### config.mk
export PLATFORM = sky130hd
export DESIGN_NAME = ps2_key_decoder_flat
export DESIGN_NICKNAME = d
export VERILOG_FILES = /design/src/rtl/ps2_key_if.sv /design/src/rtl/ps2_key_decoder.sv /design/src/flat_wrapper.sv
export SDC_FILE = /design/constraint.sdc
export NUM_CORES = 1
export LEC_CHECK = 0
export ABC_AREA = 1
export CORE_ASPECT_RATIO = 0.75
export CORE_MARGIN = 8
export CORE_UTILIZATION = 59
export DETAILED_ROUTE_END_ITERATION = 8
export GPL_TIMING_DRIVEN = 0
export PLACE_DENSITY = 0.86
export SYNTH_ARGS = -nofsm -noshare
export SYNTH_HDL_FRONTEND = slang
export SYNTH_SLANG_ARGS = --single-unit
export TNS_END_PERCENT = 100
### constraint.sdc
create_clock -name clk -period 3.8 [get_ports clk]
set_input_delay 0.38 -clock clk [delete_from_list [all_inputs] [get_ports clk]]
set_output_delay 0.38 -clock clk [all_outputs]
set_load 0.03 [all_outputs]
### src/rtl/ps2_key_if.sv
// Byte input and key-event output of the PS/2 key decoder.
//
// Handshake rules:
//   ps2_valid : single-cycle strobe; ps2_data is meaningful only while it is
//               high. There is no back-pressure on this side. Every strobe is
//               taken at once.
//   ev_valid / ev_ready : the head event (ev_code, ev_ext, ev_break,
//               ev_repeat, ev_ascii) is stable while ev_valid is high. It is
//               consumed on a rising edge where ev_valid && ev_ready. ev_ready
//               may be asserted at any time; it has no effect while ev_valid
//               is low.
interface ps2_key_if;
   logic [7:0] ps2_data;
   logic       ps2_valid;
   logic       ev_valid;
   logic       ev_ready;
   logic [7:0] ev_code;
   logic       ev_ext;
   logic       ev_break;
   logic       ev_repeat;
   logic [7:0] ev_ascii;

   // Side that feeds bytes and consumes events.
   modport master (
      output ps2_data, ps2_valid, ev_ready,
      input  ev_valid, ev_code, ev_ext, ev_break, ev_repeat, ev_ascii
   );

   // The decoder.
   modport slave (
      input  ps2_data, ps2_valid, ev_ready,
      output ev_valid, ev_code, ev_ext, ev_break, ev_repeat, ev_ascii
   );
endinterface

### src/rtl/ps2_key_decoder.sv
// PS/2 set-2 scancode decoder. Prefix bytes (E0, F0) are folded into one
// event per key action. Each event is tagged with an ASCII translation and a
// typematic-repeat flag, then queued in a first-word-fall-through FIFO.
// Modifier flags, caps lock, the held-key display and a press counter are
// kept next to the queue. They update on the same edge an event is emitted,
// whether or not the FIFO has room for it.
module ps2_key_decoder #(
   parameter int FIFO_DEPTH = 8,
   parameter int CNT_WIDTH  = 8
) (
   input  logic                        clk,
   input  logic                        rst,
   ps2_key_if.slave                    bus,
   output logic [$clog2(FIFO_DEPTH):0] ev_level,
   output logic                        ev_overflow,
   output logic                        shift_flag,
   output logic                        ctrl_flag,
   output logic                        alt_flag,
   output logic                        caps_lock,
   output logic                        disp_en,
   output logic [7:0]                  disp_code,
   output logic [7:0]                  disp_ascii,
   output logic [CNT_WIDTH-1:0]        key_cnt,
   output logic [1:0]                  state_dbg
);

   localparam int AW = $clog2(FIFO_DEPTH);
   localparam int LW = AW + 1;

   localparam logic [7:0] PFX_EXT = 8'hE0;
   localparam logic [7:0] PFX_BRK = 8'hF0;
   localparam logic [7:0] K_LSHIFT = 8'h12;
   localparam logic [7:0] K_RSHIFT = 8'h59;
   localparam logic [7:0] K_CTRL   = 8'h14;
   localparam logic [7:0] K_ALT    = 8'h11;
   localparam logic [7:0] K_CAPS   = 8'h58;

   typedef enum logic [1:0] {
      S_IDLE    = 2'd0,
      S_EXT     = 2'd1,
      S_BRK     = 2'd2,
      S_EXT_BRK = 2'd3
   } state_t;

   typedef struct packed {
      logic [7:0] code;
      logic       ext;
      logic       brk;
      logic       rep;
      logic [7:0] ascii;
   } ev_t;

   // Set-2 scancode to ASCII. Only non-extended letters, digits, space and
   // enter are mapped. Letters are uppercased when 'upper' is set.
   function automatic logic [7:0] map_ascii(input logic [7:0] code,
                                            input logic       ext,
                                            input logic       upper);
      logic [7:0] lc;
      logic [7:0] res;
      lc  = 8'h00;
      res = 8'h00;
      if (!ext) begin
         case (code)
            8'h1C: lc = 8'h61; 8'h32: lc = 8'h62; 8'h21: lc = 8'h63;
            8'h23: lc = 8'h64; 8'h24: lc = 8'h65; 8'h2B: lc = 8'h66;
            8'h34: lc = 8'h67; 8'h33: lc = 8'h68; 8'h43: lc = 8'h69;
            8'h3B: lc = 8'h6A; 8'h42: lc = 8'h6B; 8'h4B: lc = 8'h6C;
            8'h3A: lc = 8'h6D; 8'h31: lc = 8'h6E; 8'h44: lc = 8'h6F;
            8'h4D: lc = 8'h70; 8'h15: lc = 8'h71; 8'h2D: lc = 8'h72;
            8'h1B: lc = 8'h73; 8'h2C: lc = 8'h74; 8'h3C: lc = 8'h75;
            8'h2A: lc = 8'h76; 8'h1D: lc = 8'h77; 8'h22: lc = 8'h78;
            8'h35: lc = 8'h79; 8'h1A: lc = 8'h7A;
            default: lc = 8'h00;
         endcase
         if (lc != 8'h00) begin
            res = upper ? (lc - 8'h20) : lc;
         end else begin
            case (code)
               8'h16: res = 8'h31; 8'h1E: res = 8'h32; 8'h26: res = 8'h33;
               8'h25: res = 8'h34; 8'h2E: res = 8'h35; 8'h36: res = 8'h36;
               8'h3D: res = 8'h37; 8'h3E: res = 8'h38; 8'h46: res = 8'h39;
               8'h45: res = 8'h30;
               8'h29: res = 8'h20;
               8'h5A: res = 8'h0D;
               default: res = 8'h00;
            endcase
         end
      end
      return res;
   endfunction

   // ---------------- prefix parser ----------------
   state_t state_q, state_d;
   logic   emit, emit_ext, emit_brk;

   // Parser state register; reset abandons any partial prefix sequence.
   always_ff @(posedge clk) begin
      if (rst) state_q <= S_IDLE;
      else     state_q <= state_d;
   end

   // Parser next state and one-cycle emit strobe with the event's flags.
   always_comb begin
      state_d  = state_q;
      emit     = 1'b0;
      emit_ext = 1'b0;
      emit_brk = 1'b0;
      if (bus.ps2_valid) begin
         case (state_q)
            S_IDLE: begin
               if (bus.ps2_data == PFX_EXT)      state_d = S_EXT;
               else if (bus.ps2_data == PFX_BRK) state_d = S_BRK;
               else                              emit    = 1'b1;
            end
            S_EXT: begin
               if (bus.ps2_data == PFX_BRK) begin
                  state_d = S_EXT_BRK;
               end else begin
                  emit     = 1'b1;
                  emit_ext = 1'b1;
                  state_d  = S_IDLE;
               end
            end
            S_BRK: begin
               emit     = 1'b1;
               emit_brk = 1'b1;
               state_d  = S_IDLE;
            end
            S_EXT_BRK: begin
               emit     = 1'b1;
               emit_ext = 1'b1;
               emit_brk = 1'b1;
               state_d  = S_IDLE;
            end
            default: state_d = S_IDLE;
         endcase
      end
   end

   assign state_dbg = state_q;

   // ---------------- key state ----------------
   logic       shift_l, shift_r;
   logic       held_v, held_ext;
   logic [7:0] held_code;

   logic       is_lshift, is_rshift, is_ctrl, is_alt, is_caps, is_mod;
   logic       held_match, is_rep;
   logic [7:0] ev_asc;
   ev_t        new_ev;

   // Classify the byte that completes the event. ASCII is taken from the
   // modifier state as it was before this event.
   always_comb begin
      is_lshift  = (bus.ps2_data == K_LSHIFT);
      is_rshift  = (bus.ps2_data == K_RSHIFT);
      is_ctrl    = (bus.ps2_data == K_CTRL);
      is_alt     = (bus.ps2_data == K_ALT);
      is_caps    = (bus.ps2_data == K_CAPS);
      is_mod     = is_lshift | is_rshift | is_ctrl | is_alt | is_caps;
      held_match = held_v && (held_code == bus.ps2_data) && (held_ext == emit_ext);
      is_rep     = !emit_brk && !is_mod && held_match;
      ev_asc     = map_ascii(bus.ps2_data, emit_ext, shift_flag ^ caps_lock);
      new_ev     = '{code: bus.ps2_data, ext: emit_ext, brk: emit_brk,
                     rep: is_rep, ascii: ev_asc};
   end

   // Modifier, held-key, display and counter updates on every emitted event.
   always_ff @(posedge clk) begin
      if (rst) begin
         shift_l    <= 1'b0;
         shift_r    <= 1'b0;
         ctrl_flag  <= 1'b0;
         alt_flag   <= 1'b0;
         caps_lock  <= 1'b0;
         held_v     <= 1'b0;
         held_ext   <= 1'b0;
         held_code  <= 8'h00;
         disp_code  <= 8'h00;
         disp_ascii <= 8'h00;
         key_cnt    <= '0;
      end else if (emit) begin
         if (!emit_brk) begin
            if (is_lshift) shift_l   <= 1'b1;
            if (is_rshift) shift_r   <= 1'b1;
            if (is_ctrl)   ctrl_flag <= 1'b1;
            if (is_alt)    alt_flag  <= 1'b1;
            if (is_caps)   caps_lock <= ~caps_lock;
            if (!is_rep)   key_cnt   <= key_cnt + CNT_WIDTH'(1);
            if (!is_mod && !is_rep) begin
               held_v     <= 1'b1;
               held_code  <= bus.ps2_data;
               held_ext   <= emit_ext;
               disp_code  <= bus.ps2_data;
               disp_ascii <= ev_asc;
            end
         end else begin
            if (is_lshift)  shift_l   <= 1'b0;
            if (is_rshift)  shift_r   <= 1'b0;
            if (is_ctrl)    ctrl_flag <= 1'b0;
            if (is_alt)     alt_flag  <= 1'b0;
            if (held_match) held_v    <= 1'b0;
         end
      end
   end

   assign shift_flag = shift_l | shift_r;
   assign disp_en    = held_v;

   // ---------------- event FIFO ----------------
   ev_t           mem [FIFO_DEPTH];
   logic [AW-1:0] wr_ptr, rd_ptr;
   logic [LW-1:0] count_q;
   logic          empty, full, pop, push_ok;
   ev_t           head;

   assign empty   = (count_q == '0);
   assign full    = (count_q == LW'(FIFO_DEPTH));
   assign pop     = !empty && bus.ev_ready;
   // A full FIFO still accepts a push when the head leaves on the same edge.
   assign push_ok = emit && (!full || pop);

   // Event storage; contents only matter where the pointers say so.
   always_ff @(posedge clk) begin
      if (push_ok) mem[wr_ptr] <= new_ev;
   end

   // Pointers, occupancy and the sticky drop flag.
   always_ff @(posedge clk) begin
      if (rst) begin
         wr_ptr      <= '0;
         rd_ptr      <= '0;
         count_q     <= '0;
         ev_overflow <= 1'b0;
      end else begin
         if (push_ok)         wr_ptr      <= wr_ptr + AW'(1);
         if (pop)             rd_ptr      <= rd_ptr + AW'(1);
         if (emit && !push_ok) ev_overflow <= 1'b1;
         case ({push_ok, pop})
            2'b10:   count_q <= count_q + LW'(1);
            2'b01:   count_q <= count_q - LW'(1);
            default: count_q <= count_q;
         endcase
      end
   end

   // Head fields read as zero whenever the FIFO is empty.
   always_comb begin
      head = '0;
      if (!empty) head = mem[rd_ptr];
   end

   assign bus.ev_valid  = !empty;
   assign bus.ev_code   = head.code;
   assign bus.ev_ext    = head.ext;
   assign bus.ev_break  = head.brk;
   assign bus.ev_repeat = head.rep;
   assign bus.ev_ascii  = head.ascii;
   assign ev_level      = count_q;

endmodule
### src/flat_wrapper.sv
// flat-port wrapper written by rule: the top's interface ports become plain ports
module ps2_key_decoder_flat 
#(
   parameter int FIFO_DEPTH = 8,
   parameter int CNT_WIDTH  = 8
)
  (clk, rst, ev_level, ev_overflow, shift_flag, ctrl_flag, alt_flag, caps_lock, disp_en, disp_code, disp_ascii, key_cnt, state_dbg, bus_ps2_data, bus_ps2_valid, bus_ev_ready, bus_ev_valid, bus_ev_code, bus_ev_ext, bus_ev_break, bus_ev_repeat, bus_ev_ascii);
  ps2_key_if bus_i ();
  input  logic clk;
  input  logic rst;
  output logic [$clog2(FIFO_DEPTH):0] ev_level;
  output logic ev_overflow;
  output logic shift_flag;
  output logic ctrl_flag;
  output logic alt_flag;
  output logic caps_lock;
  output logic disp_en;
  output logic [7:0] disp_code;
  output logic [7:0] disp_ascii;
  output logic [CNT_WIDTH-1:0] key_cnt;
  output logic [1:0] state_dbg;
  input wire logic [$bits(bus_i.ps2_data)-1:0] bus_ps2_data;
  input wire logic [$bits(bus_i.ps2_valid)-1:0] bus_ps2_valid;
  input wire logic [$bits(bus_i.ev_ready)-1:0] bus_ev_ready;
  output wire logic [$bits(bus_i.ev_valid)-1:0] bus_ev_valid;
  output wire logic [$bits(bus_i.ev_code)-1:0] bus_ev_code;
  output wire logic [$bits(bus_i.ev_ext)-1:0] bus_ev_ext;
  output wire logic [$bits(bus_i.ev_break)-1:0] bus_ev_break;
  output wire logic [$bits(bus_i.ev_repeat)-1:0] bus_ev_repeat;
  output wire logic [$bits(bus_i.ev_ascii)-1:0] bus_ev_ascii;
  assign bus_i.ps2_data = bus_ps2_data;
  assign bus_i.ps2_valid = bus_ps2_valid;
  assign bus_i.ev_ready = bus_ev_ready;
  assign bus_ev_valid = bus_i.ev_valid;
  assign bus_ev_code = bus_i.ev_code;
  assign bus_ev_ext = bus_i.ev_ext;
  assign bus_ev_break = bus_i.ev_break;
  assign bus_ev_repeat = bus_i.ev_repeat;
  assign bus_ev_ascii = bus_i.ev_ascii;
  ps2_key_decoder #(.FIFO_DEPTH(FIFO_DEPTH), .CNT_WIDTH(CNT_WIDTH)) u_core (.clk(clk), .rst(rst), .bus(bus_i), .ev_level(ev_level), .ev_overflow(ev_overflow), .shift_flag(shift_flag), .ctrl_flag(ctrl_flag), .alt_flag(alt_flag), .caps_lock(caps_lock), .disp_en(disp_en), .disp_code(disp_code), .disp_ascii(disp_ascii), .key_cnt(key_cnt), .state_dbg(state_dbg));
endmodule
==> flow_summary.json <==
{
  "clk_latency_ns": 0.44,
  "synth_area_leaders": "edfxtp_1 49%, dfxtp_1 10%, nor2_1 6.9%",
  "layout.area.seq_sq_um": 5510,
  "rows": 39,
  "die_area_sq_um": 20000,
  "cpLargestDelayFamily": "buffers and inverters",
  "synthArstFlopShare": 0,
  "synth_fp_nets": 981,
  "path_max_fanout": 10,
  "post_route_cells_drive_above_1_share": 0.0954,
  "crit_buf_inv": 4,
  "nets": 1073,
  "via_per_inst": 6.03,
  "core_area_sq_um": 15300,
  "r2r_setup_slack_ns": 1.13,
  "grt_busiest_layer": "met2",
  "worstSetupEndpointType": "output port",
  "maxSlewHeadroom": 0.467,
  "die_w_microns": 161,
  "r2r_start": "u_core.state_dbg[1]",
  "die_h_microns": 125,
  "clk_pin_slew_ns": 0.07,
  "synth_area_sq_um": 9270,
  "drtAntennaViolNets": 0,
  "cts.sinks": 199,
  "cap_violations": 0,
  "cpMostUsedCell": "clkbuf_1",
  "arrival_ns": 3.30,
  "synth_most_common_cell": "nor2_1",
  "finClkSkew_ns": 0.0126,
  "crit_type": "flip-flop to output port",
  "yosys.cell_types.count": 42,
  "yosysWarnings": 0,
  "power_density_nw_per_um2": 592,
  "crit_required_ns": 3.42,
  "avgSynthCellArea_sq_um": 9.72,
  "grt_max_degree": 20,
  "htreeDepth": 4,
  "peakVddDrop_v": 0.000303,
  "leakagePower_nw": 4.09,
  "gr-total-overflow": 0,
  "synthTopCellsByCount": "171 x nor2_1, 152 x edfxtp_1, 123 x o21ai_0",
  "grt_setup_unrepaired": "false",
  "slowest_stage": "clkdlybuf4s50_1",
  "start_util": 0.605,
  "port_buffers": 66,
  "antenna_found_initial": 0,
  "layoutNonFillerInstCount": 1264,
  "clockBufferDepth": 2,
  "finalCritPeriodShare": 0.969,
  "grtUsageMet3": 0.0542,
  "cp-start-kind": "flip-flop",
  "min_path_type": "input port to flip-flop",
  "cts_buffers": 17,
  "outcome": "completed",
  "postCtsSetupRepairBufs": 0,
  "p_comb_frac": 0.346,
  "synth_edf_count": 152,
  "power_frac_seq": 0.393,
  "power.total_mw": 6.44,
  "fmax_mhz": 272,
  "worstSetupEndpoint": "bus_ev_ext",
  "post-place-ws_ns": -0.521,
  "clock-root-buffer": "clkbuf_16",
  "cp_cell_sequence": "inv_1 -> clkbuf_1 -> clkbuf_1 -> nor2_1 -> o22ai_1 -> o21ai_0 -> a31oi_1 -> clkdlybuf4s50_1",
  "area_delta_synth_final_pct": 17.3,
  "slew_viol_final": 0,
  "fin_util": 0.710,
  "internal-power_mw": 4.04,
  "wire_per_inst_microns": 20.2,
  "setup_slack_ns": 0.118,
  "synth_ff_type": "edfxtp_1",
  "multi_input_area_sq_um": 3270,
  "yosys.area.top_type": "edfxtp_1",
  "p_sw_frac": 0.374,
  "dp.final_hpwl_microns": 17300,
  "n_fill_cell": 1068,
  "routed_wl_microns": 25600,
  "ios": 68,
  "cts_hold_buf": 0,
  "vias": 7627,
  "drc": 0,
  "p_clk_frac": 0.261,
  "syn_inst": 954,
  "hold_viol_final": 0,
  "ys_ff_latch": 199,
  "cts_tree": "built",
  "fin_crit_ns": 3.68,
  "dp.cells": 1232,
  "dr.pass1.iters": 5,
  "grt_pass1_wl_microns": 39700,
  "finalSetupViolCount": 0,
  "cp.depth": 8,
  "r2r_cells": 9,
  "antennaDiodeCount": 0,
  "synth.top_cell.area_share": 0.492,
  "grtUsageMet1": 0.321,
  "grtUsageTotal": 0.251,
  "grt_pass1_vias": 7378,
  "yosysSeqAreaShare": 0.594,
  "r2r-end": "u_core.mem[7][6]",
  "gp_congestion": 0.937,
  "grt.met2_usage": 0.411,
  "p_switching_mw": 2.41,
  "max_stage_delay_ns": 0.75,
  "drtIter0Drc": 951,
  "worst_slew_pin_slew_ns": 0.798
}
sequential cells by signal (all words and copies together) (netlist names), named ones only:
signal / count
u_core.alt_flag: 1
u_core.caps_lock: 1
u_core.ctrl_flag: 1
u_core.disp_ascii: 8
u_core.disp_code: 8
u_core.disp_en: 1
u_core.ev_level: 4
u_core.ev_overflow: 1
u_core.held_ext: 1
u_core.key_cnt: 8
u_core.mem: 152
u_core.rd_ptr: 3
u_core.shift_l: 1
u_core.shift_r: 1
u_core.state_dbg: 2
u_core.wr_ptr: 3
through the flow:
stage	area [sq um]	hold WS (ns)	TNS [ns]
2_1_floorplan	9270	0.433	0
5_1_grt	10900	0.367	0
4_1_cts	10900	0.351	0
3_3_place_gp	10200	0.450	-150.48
6_report	10900	0.340	0
3_5_place_dp	10300	0.465	-37.63
cell usage in the layout, fill, tap and decap left out, types with 2 or more instances in the layout:
cell and count:
clkdlybuf4s50_1 64, o22ai_1 23, nand3_1 49, inv_1 71, o21ai_1 2, clkbuf_16 17
clkinv_2 3, nand2_1 119, xor2_1 6, nand4_1 5, buf_6 5, clkbuf_1 33
inv_2 6, xnor2_1 8, nor3_4 2, clkinv_1 5, nor2_1 163, a21oi_1 37
buf_4 5, nand3b_1 3, nand3_2 4, dfxtp_1 47, buf_8 7, a21oi_2 7
clkinvlp_4 2, inv_8 4, nand2_4 5, nand2_2 4, nor2_4 6, nand2_8 2
nor3_1 5, edfxtp_1 152, dlymetal6s2s_1 2, ha_1 15, or2_2 2, o211ai_1 2
inv_6 3, o21ai_0 123, nor2_2 9, a31oi_1 21
layer usage:
layer / wire (microns) / vias up
li1: - / 3477
met1: 10300 / 3652
met2: 12200 / 431
met3: 2370 / 67
met4: 695 / 0
met5: 0 / -
worst min-delay path by stage:
stage	slack, ns	start	cells after the start	end
finish	0.34	rst	2	u_core.key_cnt[3]
global route	0.37	rst	2	u_core.key_cnt[3]
CTS	0.35	rst	2	u_core.key_cnt[7]
detailed placement	0.47	u_core.ev_overflow	2	u_core.ev_overflow
global placement	0.45	u_core.ev_overflow	2	u_core.ev_overflow
floorplan	0.43	u_core.rd_ptr[2]	2	flip-flop
power groups by stage:
stage	combinational [mW]	sequential (mW)	clock [mW]
after global placement	2.10	2.57	0
final	2.23	2.53	1.68
after CTS	2.21	2.53	1.68
after floorplan	1.27	2.63	0
after detailed placement	2.18	2.57	0
after global routing	2.38	2.54	1.76
area by class of cell:
type                            instances  share of cell area
Clock buffer                           17              0.0391
Tap cell                              205              0.0236
Sequential cell                       199               0.506
Clock inverter                         15              0.0107
Timing Repair Buffer                   73              0.0709
Multi-Input combinational cell        629               0.300
Buffer                                 45              0.0209
Inverter                               81              0.0283
logic make-up after synthesis:
group,share of synthesized area
DFF,0.594
xor gates and xnor gates,0.0132
buffers and inverters,0.0576
and+or+nand+nor,0.188
adders and majority gates,0.0202
AOI/OAI and AO/OA,0.127
repair_timing:
action	4_1_cts	5_1_grt
endpoints found under the setup margin	30	127
gates resized for setup	2	5
cloned	0	0
Note: power is estimated with default switching activity, not from simulation.
